## src/rtl/forward_select_unit.sv

```systemverilog
// Operand-forwarding select generator: tracks in-flight producers across EX3..WB
// and derives the rs/rt select codes for the 9-to-1 EX forwarding mux, plus the stall.
module forward_select_unit #(
    parameter int REG_W     = 5,
    parameter int NUM_SLOTS = 8
) (
    input  logic             Clk,
    input  logic             Rst_n,
    input  logic             Hold,
    input  logic             Issue_Valid,
    input  logic             Issue_RegWrite,
    input  logic [REG_W-1:0] Issue_Dest,
    input  logic [3:0]       Issue_Ready,
    input  logic [REG_W-1:0] Rs_Addr,
    input  logic [REG_W-1:0] Rt_Addr,
    input  logic             Uses_Rs,
    input  logic             Uses_Rt,
    output logic [3:0]       ALU_input_rs,
    output logic [3:0]       ALU_input_rt,
    output logic             Stall
);

    typedef struct packed {
        logic             v;
        logic             rw;
        logic [REG_W-1:0] dest;
        logic [3:0]       rdy;
    } slot_t;

    // Slot k holds the producer whose result appears on mux input k.
    slot_t      slot_q [1:NUM_SLOTS];
    slot_t      ins_d;
    logic [3:0] rs_sel;
    logic [3:0] rt_sel;
    logic       rs_req;
    logic       rt_req;
    logic       rs_hit;
    logic       rt_hit;

    always_comb begin
        ins_d.v    = Issue_Valid;
        ins_d.rw   = Issue_RegWrite;
        ins_d.dest = Issue_Dest;
        if (Issue_Ready == 4'd0)
            ins_d.rdy = 4'd1;
        else if (Issue_Ready > 4'd8)
            ins_d.rdy = 4'd8;
        else
            ins_d.rdy = Issue_Ready;
    end

    // Scan from youngest to oldest; the first hit decides the operand.
    always_comb begin
        rs_sel = 4'd0;
        rt_sel = 4'd0;
        rs_req = 1'b0;
        rt_req = 1'b0;
        rs_hit = 1'b0;
        rt_hit = 1'b0;
        for (int k = 1; k <= NUM_SLOTS; k++) begin
            if (!rs_hit && Uses_Rs && (Rs_Addr != '0) && slot_q[k].v && slot_q[k].rw
                && (slot_q[k].dest == Rs_Addr)) begin
                rs_hit = 1'b1;
                if (4'(k) >= slot_q[k].rdy)
                    rs_sel = 4'(k);
                else
                    rs_req = 1'b1;
            end
            if (!rt_hit && Uses_Rt && (Rt_Addr != '0) && slot_q[k].v && slot_q[k].rw
                && (slot_q[k].dest == Rt_Addr)) begin
                rt_hit = 1'b1;
                if (4'(k) >= slot_q[k].rdy)
                    rt_sel = 4'(k);
                else
                    rt_req = 1'b1;
            end
        end
    end

    assign Stall        = (rs_req | rt_req) & Issue_Valid;
    assign ALU_input_rs = Stall ? 4'd0 : rs_sel;
    assign ALU_input_rt = Stall ? 4'd0 : rt_sel;

    // A stalled consumer stays in EX, so a bubble enters slot 1 while older producers advance.
    always_ff @(posedge Clk or negedge Rst_n) begin
        if (!Rst_n) begin
            for (int k = 1; k <= NUM_SLOTS; k++)
                slot_q[k] <= '0;
        end else if (!Hold) begin
            for (int k = NUM_SLOTS; k >= 2; k--)
                slot_q[k] <= slot_q[k-1];
            slot_q[1] <= Stall ? '0 : ins_d;
        end
    end

endmodule

```

## config.mk

```make
export PLATFORM = sky130hd
export DESIGN_NAME = forward_select_unit
export DESIGN_NICKNAME = d
export VERILOG_FILES = /design/src/rtl/forward_select_unit.sv
export SDC_FILE = /design/constraint.sdc
export NUM_CORES = 1
export LEC_CHECK = 0
export BUFFER_PORTS_ARGS = -buffer_cell sky130_fd_sc_hd__buf_2
export CAP_MARGIN = 20
export CORE_MARGIN = 2
export CORE_UTILIZATION = 25
export DETAILED_ROUTE_END_ITERATION = 7
export MAX_ROUTING_LAYER = met4
export PLACE_DENSITY_LB_ADDON = 0.08
export SETUP_SLACK_MARGIN = 0.1
export SYNTH_ARGS = -nofsm -noshare
export SYNTH_HDL_FRONTEND = slang
export SYNTH_SLANG_ARGS = --single-unit
```

## constraint.sdc

```tcl
create_clock -name Clk -period 5.8 [get_ports Clk]
set_clock_uncertainty 0.05 [all_clocks]
set_input_delay 0.87 -clock Clk [delete_from_list [all_inputs] [get_ports Clk]]
set_output_delay 0.87 -clock Clk [all_outputs]
set_load 0.02 [all_outputs]
```

==> impl_metrics.json, run 1 <==
{
  "status": "complete, no violations",
  "place_inst": 706,
  "min_from": "slot_q[77]",
  "drive_above_1_share_pct": 30.7,
  "async_flop_share_pct": 100,
  "ir_drop_v": 0.000164,
  "grt_pass1_vias": 3416,
  "numCtsBuffers": 9,
  "ctsHoldBuffers": 0,
  "via_per_inst": 4.54,
  "grt_pass1_wl_mm": 20.9,
  "maxSlewViolCount": 0,
  "dr_total_vias": 3270,
  "nNetsFinal": 478,
  "ant_nets": 0,
  "overflow": 0,
  "hold_path_depth": 2,
  "worstSetupStartpoint": "Rt_Addr[1]",
  "worst_path_largest_cell_delay_ns": 0.60,
  "syn2layout_area_growth_pct": 13.8,
  "drt-pass1-iter-count": 4,
  "startpoint_type": "input pin",
  "syn-num-nets": 452,
  "start_util_pct": 25.3,
  "syn_area_per_cell_um2": 11.5,
  "core_um2": 19400,
  "num_rows": 51,
  "mostFrequentLayoutCells": "dfrtp_1, mux2_2, xnor2_1",
  "crit_path_top_delay_cell": "or4b_1",
  "io_pins": 35,
  "ys_warn_count": 0,
  "fin_crit_ns": 4.53,
  "powerDensity_nw_per_um2": 356,
  "synthesis.area_um2": 4910,
  "final_cells": 721,
  "fillers": 2056,
  "p_leak_nw": 2.26,
  "insertedDiodeCount": 0,
  "endpoint_kind": "output pin",
  "clkLatencyLatePin_ns": 0.35,
  "critPathRequiredTime_ns": 4.88,
  "hold_viol": 0,
  "grt_max_degree": 53,
  "setup_viol": 0,
  "synth.top_cell.area_share_pct": 44.8,
  "cts.repair.resized": 0,
  "min_period_over_period_pct": 78.1,
  "top_regs": "slot_q x88",
  "arrival_ns": 3.61,
  "clock-root-buffer": "clkbuf_16",
  "drt-total-wl_mm": 13.2,
  "synthCells": 426,
  "top_register": "slot_q",
  "clock_path_buffers": 2,
  "gp_congestion": 0.760,
  "io_buffers": 34,
  "antenna_found_initial": 0,
  "setup_tns_ns": 0,
  "rsz0062_at_grt": "false",
  "ys_seq_area_share_pct": 44.8,
  "tritoncts": "built",
  "drc": 0,
  "worstPathMaxFanout": 15,
  "grt_usage_pct": 14.1,
  "cap_viol_max_count": 0,
  "die-width_um": 144,
  "r2r_slack_ns": 2.90,
  "synth_edf_count": 0,
  "reg2reg_depth": 9,
  "yosys_register_bits": 88,
  "die_h_um": 144,
  "hp-class": "flop to flop",
  "power.total_w": 0.00199,
  "max_clock_freq_mhz": 221,
  "relSlewSlack_pct": 49.7,
  "die_area_um2": 20800,
  "cts_max_level": 3,
  "tightestPinTransition_ns": 0.754,
  "clkSinkCount": 88,
  "r2r_end": "slot_q[77]",
  "final_util_pct": 28.8,
  "cpMostUsedCell": "buf_2",
  "synth_top_cell_by_area": "dfrtp_1",
  "place_hpwl_mm": 9.46,
  "drtIter0Drc": 155,
  "ys.flop_type": "dfrtp_1",
  "cts_setup_buffers": 0,
  "whs_endpoint": "slot_q[77]",
  "layout_commonest_cell": "dfrtp_1",
  "largest_register_ffs": 88,
  "cts.clk_slew.worst_paths_ns": 0.06,
  "wl_per_cell_um": 18.3,
  "synth.area.top_cells": "dfrtp_1, mux2_2, xnor2_1, xor2_1, nand4_1",
  "crit_chain": "buf_2, or4_1, o21a_1, a21boi_4, or4b_1, nor3_2, and4b_4, a31oi_4, buf_4, nor3_1, buf_2",
  "path_class": "input pin to output pin",
  "synth_cell_types": 43,
  "reg2reg_from": "slot_q[29]"
}
[stage by stage]
stage	area, um2	hold WS [ns]	setup WS [ns]
global placement	5300	0.435	1.30
floorplan	4910	0.396	1.72
finish	5590	0.448	1.27
CTS	5590	0.457	1.24
detailed placement	5300	0.440	1.24
global route	5590	0.470	1.10
[synth_stat cells (2+ instances only)]
cell      instances
or3_1             4
nor3b_1           2
xnor2_1          51
nand3b_1          4
nand3_1           8
a21oi_1          11
a211oi_1          2
nor4_1            4
a21oi_2           3
nor2_1           18
clkbuf_1         10
buf_2             5
inv_1             2
o21a_1            4
nand2_1          23
or4_1             4
mux2i_1          10
and3b_1           2
xor2_1           29
buf_6             7
mux2_2           79
nand4_1          19
or3b_1            2
dfrtp_1          88
nor3_1           11
o21ai_0           7
[worst max-delay path, delay by kind of cell]
| family | cells | cell delay [ns] |
|---|---|---|
| compound gates | 3 | 0.61 |
| buf+inv | 3 | 0.74 |
| simple gates | 5 | 1.37 |
[power breakdown]
group	leakage (nW)	total, W	internal [W]	switching (W)
Sequential	1.06	0.000960	0.000771	0.000190
Clock	0.135	0.000585	0.000332	0.000253
Combinational	1.07	0.000444	0.000254	0.000190
[how the worst max path moves through the flow]
stage,end,slack [ns],depth (start not counted)
detailed placement,ALU_input_rs[0],1.24,11
global route,ALU_input_rs[0],1.10,11
CTS,ALU_input_rs[0],1.24,11
finish,ALU_input_rs[0],1.27,11
global placement,ALU_input_rs[0],1.30,11
floorplan,ALU_input_rs[0],1.72,10
[metal layers]
layer,GRT usage (%),vias to the layer above,routed length [um]
met5,-,-,0
met4,5.21,0,252
met3,2.72,16,331
met2,21.5,38,6150
met1,18.7,1656,6440
li1,-,1560,-
[layout make-up]
class                   count  area, um2  area share [%]
multi-input cells         314       2560            45.8
flip-flops and latches     88       2200            39.4
well taps                 265        332            5.93
clock buffers              10        229            4.10
repair buffers             37        198            3.54
clock inverters             5       58.8            1.05
inverters                   2       7.51           0.134
[cell families (layout without fill, tap and decap cells)]
group	Yosys count	after routing	share of synthesized area, %
AOI/OAI and AO/OA	36	36	5.25
xor gates and xnor gates	80	80	14.3
buffers and inverters	24	54	3.03
DFF	88	88	44.8
muxes	89	89	20.1
and+or+nand+nor	109	109	12.5
Power figures use the tool's default switching activity.
==> run 2: changes to the inputs <==
clock period = 4.32 ns   (was 5.8 ns; I/O delays follow)
==> impl_metrics.json, run 2 (synthesis results as in run 1) <==
{
  "grt_pass1_wl_mm": 20.7,
  "worstSetupStartpoint": "Rt_Addr[3]",
  "relSlewSlack_pct": 37.7,
  "ir_drop_v": 0.000194,
  "nNetsFinal": 483,
  "core_um2": 19400,
  "gp_congestion": 0.735,
  "cpMostUsedCell": "buf_2",
  "worst-path-stages": 10,
  "layout_commonest_cell": "dfrtp_1",
  "drtIter0Drc": 195,
  "ant_nets": 0,
  "die_area_um2": 20800,
  "largest_register_ffs": 88,
  "clkLatencyLatePin_ns": 0.35,
  "fin_ws_ns": 0.366,
  "dr_total_vias": 3239,
  "tightestPinTransition_ns": 0.934,
  "num_rows": 51,
  "tritoncts": "built",
  "cap_viol_max_count": 0,
  "grt_usage_pct": 13.9,
  "maxSlewViolCount": 0,
  "reg2reg_depth": 9,
  "reg2reg_from": "slot_q[29]",
  "setup_tns_ns": 0,
  "overflow": 0,
  "drc": 0,
  "critPathRequiredTime_ns": 3.62,
  "status": "complete, no violations",
  "place_hpwl_mm": 9.34,
  "io_buffers": 34,
  "io_pins": 35,
  "grt_pass1_vias": 3462,
  "ctsHoldBuffers": 0,
  "start_util_pct": 25.3,
  "cts.repair.resized": 0,
  "clock_path_buffers": 2,
  "fin_crit_ns": 3.95,
  "crit_family": "simple AND/OR/NAND/NOR gates",
  "fillers": 2097,
  "die-width_um": 144,
  "min_period_over_period_pct": 91.5,
  "cts_max_level": 3,
  "top_regs": "slot_q x88",
  "powerDensity_nw_per_um2": 467,
  "path_class": "input pin to output pin",
  "clkSinkCount": 88,
  "grt_max_degree": 70,
  "clock-root-buffer": "clkbuf_16",
  "drt-total-wl_mm": 12.9,
  "die_h_um": 144,
  "r2r_slack_ns": 1.23,
  "numCtsBuffers": 9,
  "syn2layout_area_growth_pct": 14.3,
  "crit_chain": "buf_2, xor2_1, nor4_1, or3b_1, mux2_2, o32a_2, and4b_4, a31oi_4, nor3_1, buf_2",
  "antenna_found_initial": 0,
  "top_register": "slot_q",
  "drive_above_1_share_pct": 31.6,
  "max_clock_freq_mhz": 253,
  "drt-pass1-iter-count": 4,
  "setup_viol": 0,
  "insertedDiodeCount": 0,
  "worstPathMaxFanout": 10,
  "critPathBufInv": 2,
  "r2r_end": "slot_q[77]",
  "worst_path_largest_cell_delay_ns": 0.49,
  "mostFrequentLayoutCells": "dfrtp_1, mux2_2, xnor2_1",
  "via_per_inst": 4.46,
  "hold_viol": 0,
  "arrival_ns": 3.26,
  "rsz0062_at_grt": "false",
  "dp_slack_ns": 0.358,
  "wl_per_cell_um": 17.8,
  "power.total_w": 0.00262,
  "hp-class": "input pin to asynchronous set/reset pin",
  "endpoint_kind": "output pin",
  "crit_path_top_delay_cell": "nor4_1",
  "cp-endpoint": "ALU_input_rs[0]",
  "cts_setup_buffers": 0,
  "startpoint_type": "input pin",
  "cts.clk_slew.worst_paths_ns": 0.06,
  "p_leak_nw": 2.29
}
==> run 2: cell types whose count changed in the layout (fill, tap and decap cells not counted) <==
cell	delta
clkinvlp_4	+1
clkbuf_8	+1
buf_4	+5
bufinv_16	-1
clkinv_4	-1
clkinv_2	+1
==> run 2: cell type report <==
class / count / area, um2 / share of cell area, %
Multi-Input combinational cell: 314 / 2560 / 45.6
Sequential cell: 88 / 2200 / 39.2
Tap cell: 265 / 332 / 5.91
Clock buffer: 11 / 243 / 4.32
Timing Repair Buffer: 42 / 235 / 4.19
Clock inverter: 5 / 32.5 / 0.580
Inverter: 2 / 7.51 / 0.134
==> run 2: where the power goes <==
group | internal (W) | leakage (nW) | switching (W) | total, W
combinational | 0.000340 | 1.09 | 0.000257 | 0.000597
clock | 0.000404 | 0.128 | 0.000338 | 0.000741
sequential | 0.00103 | 1.07 | 0.000247 | 0.00128
total | 0.00178 | 2.29 | 0.000841 | 0.00262
==> run 2: routing by layer <==
layer  track usage, %  vias to the layer above  part of all wire, %
met2             21.3                       35                   46
met4             4.91                        0                  1.5
met5                -                        -                    0
met1             18.7                     1622                   50
met3             2.12                       12                  2.3
li1                 -                     1570                    -
==> run 2: through the flow <==
step	std cells	util [%]	hold WS, ns	instance area, um2
6_report	727	28.9	0.385	5610
5_1_grt	727	28.9	0.473	5610
4_1_cts	727	28.9	0.436	5610
3_5_place_dp	711	27.5	0.432	5340
3_3_place_gp	711	27.5	0.433	5340
2_1_floorplan	426	-	0.302	4910
==> run 2: worst min-delay path by stage <==
stage	start	endpoint	slack, ns	cells after the start
floorplan	Rst_n	slot_q[0]	0.30	0
global placement	slot_q[77]	slot_q[77]	0.43	2
detailed placement	slot_q[77]	slot_q[77]	0.43	2
CTS	Rst_n	slot_q[4]	0.44	1
global route	slot_q[10]	slot_q[10]	0.47	1
finish	Rst_n	slot_q[13]	0.39	1
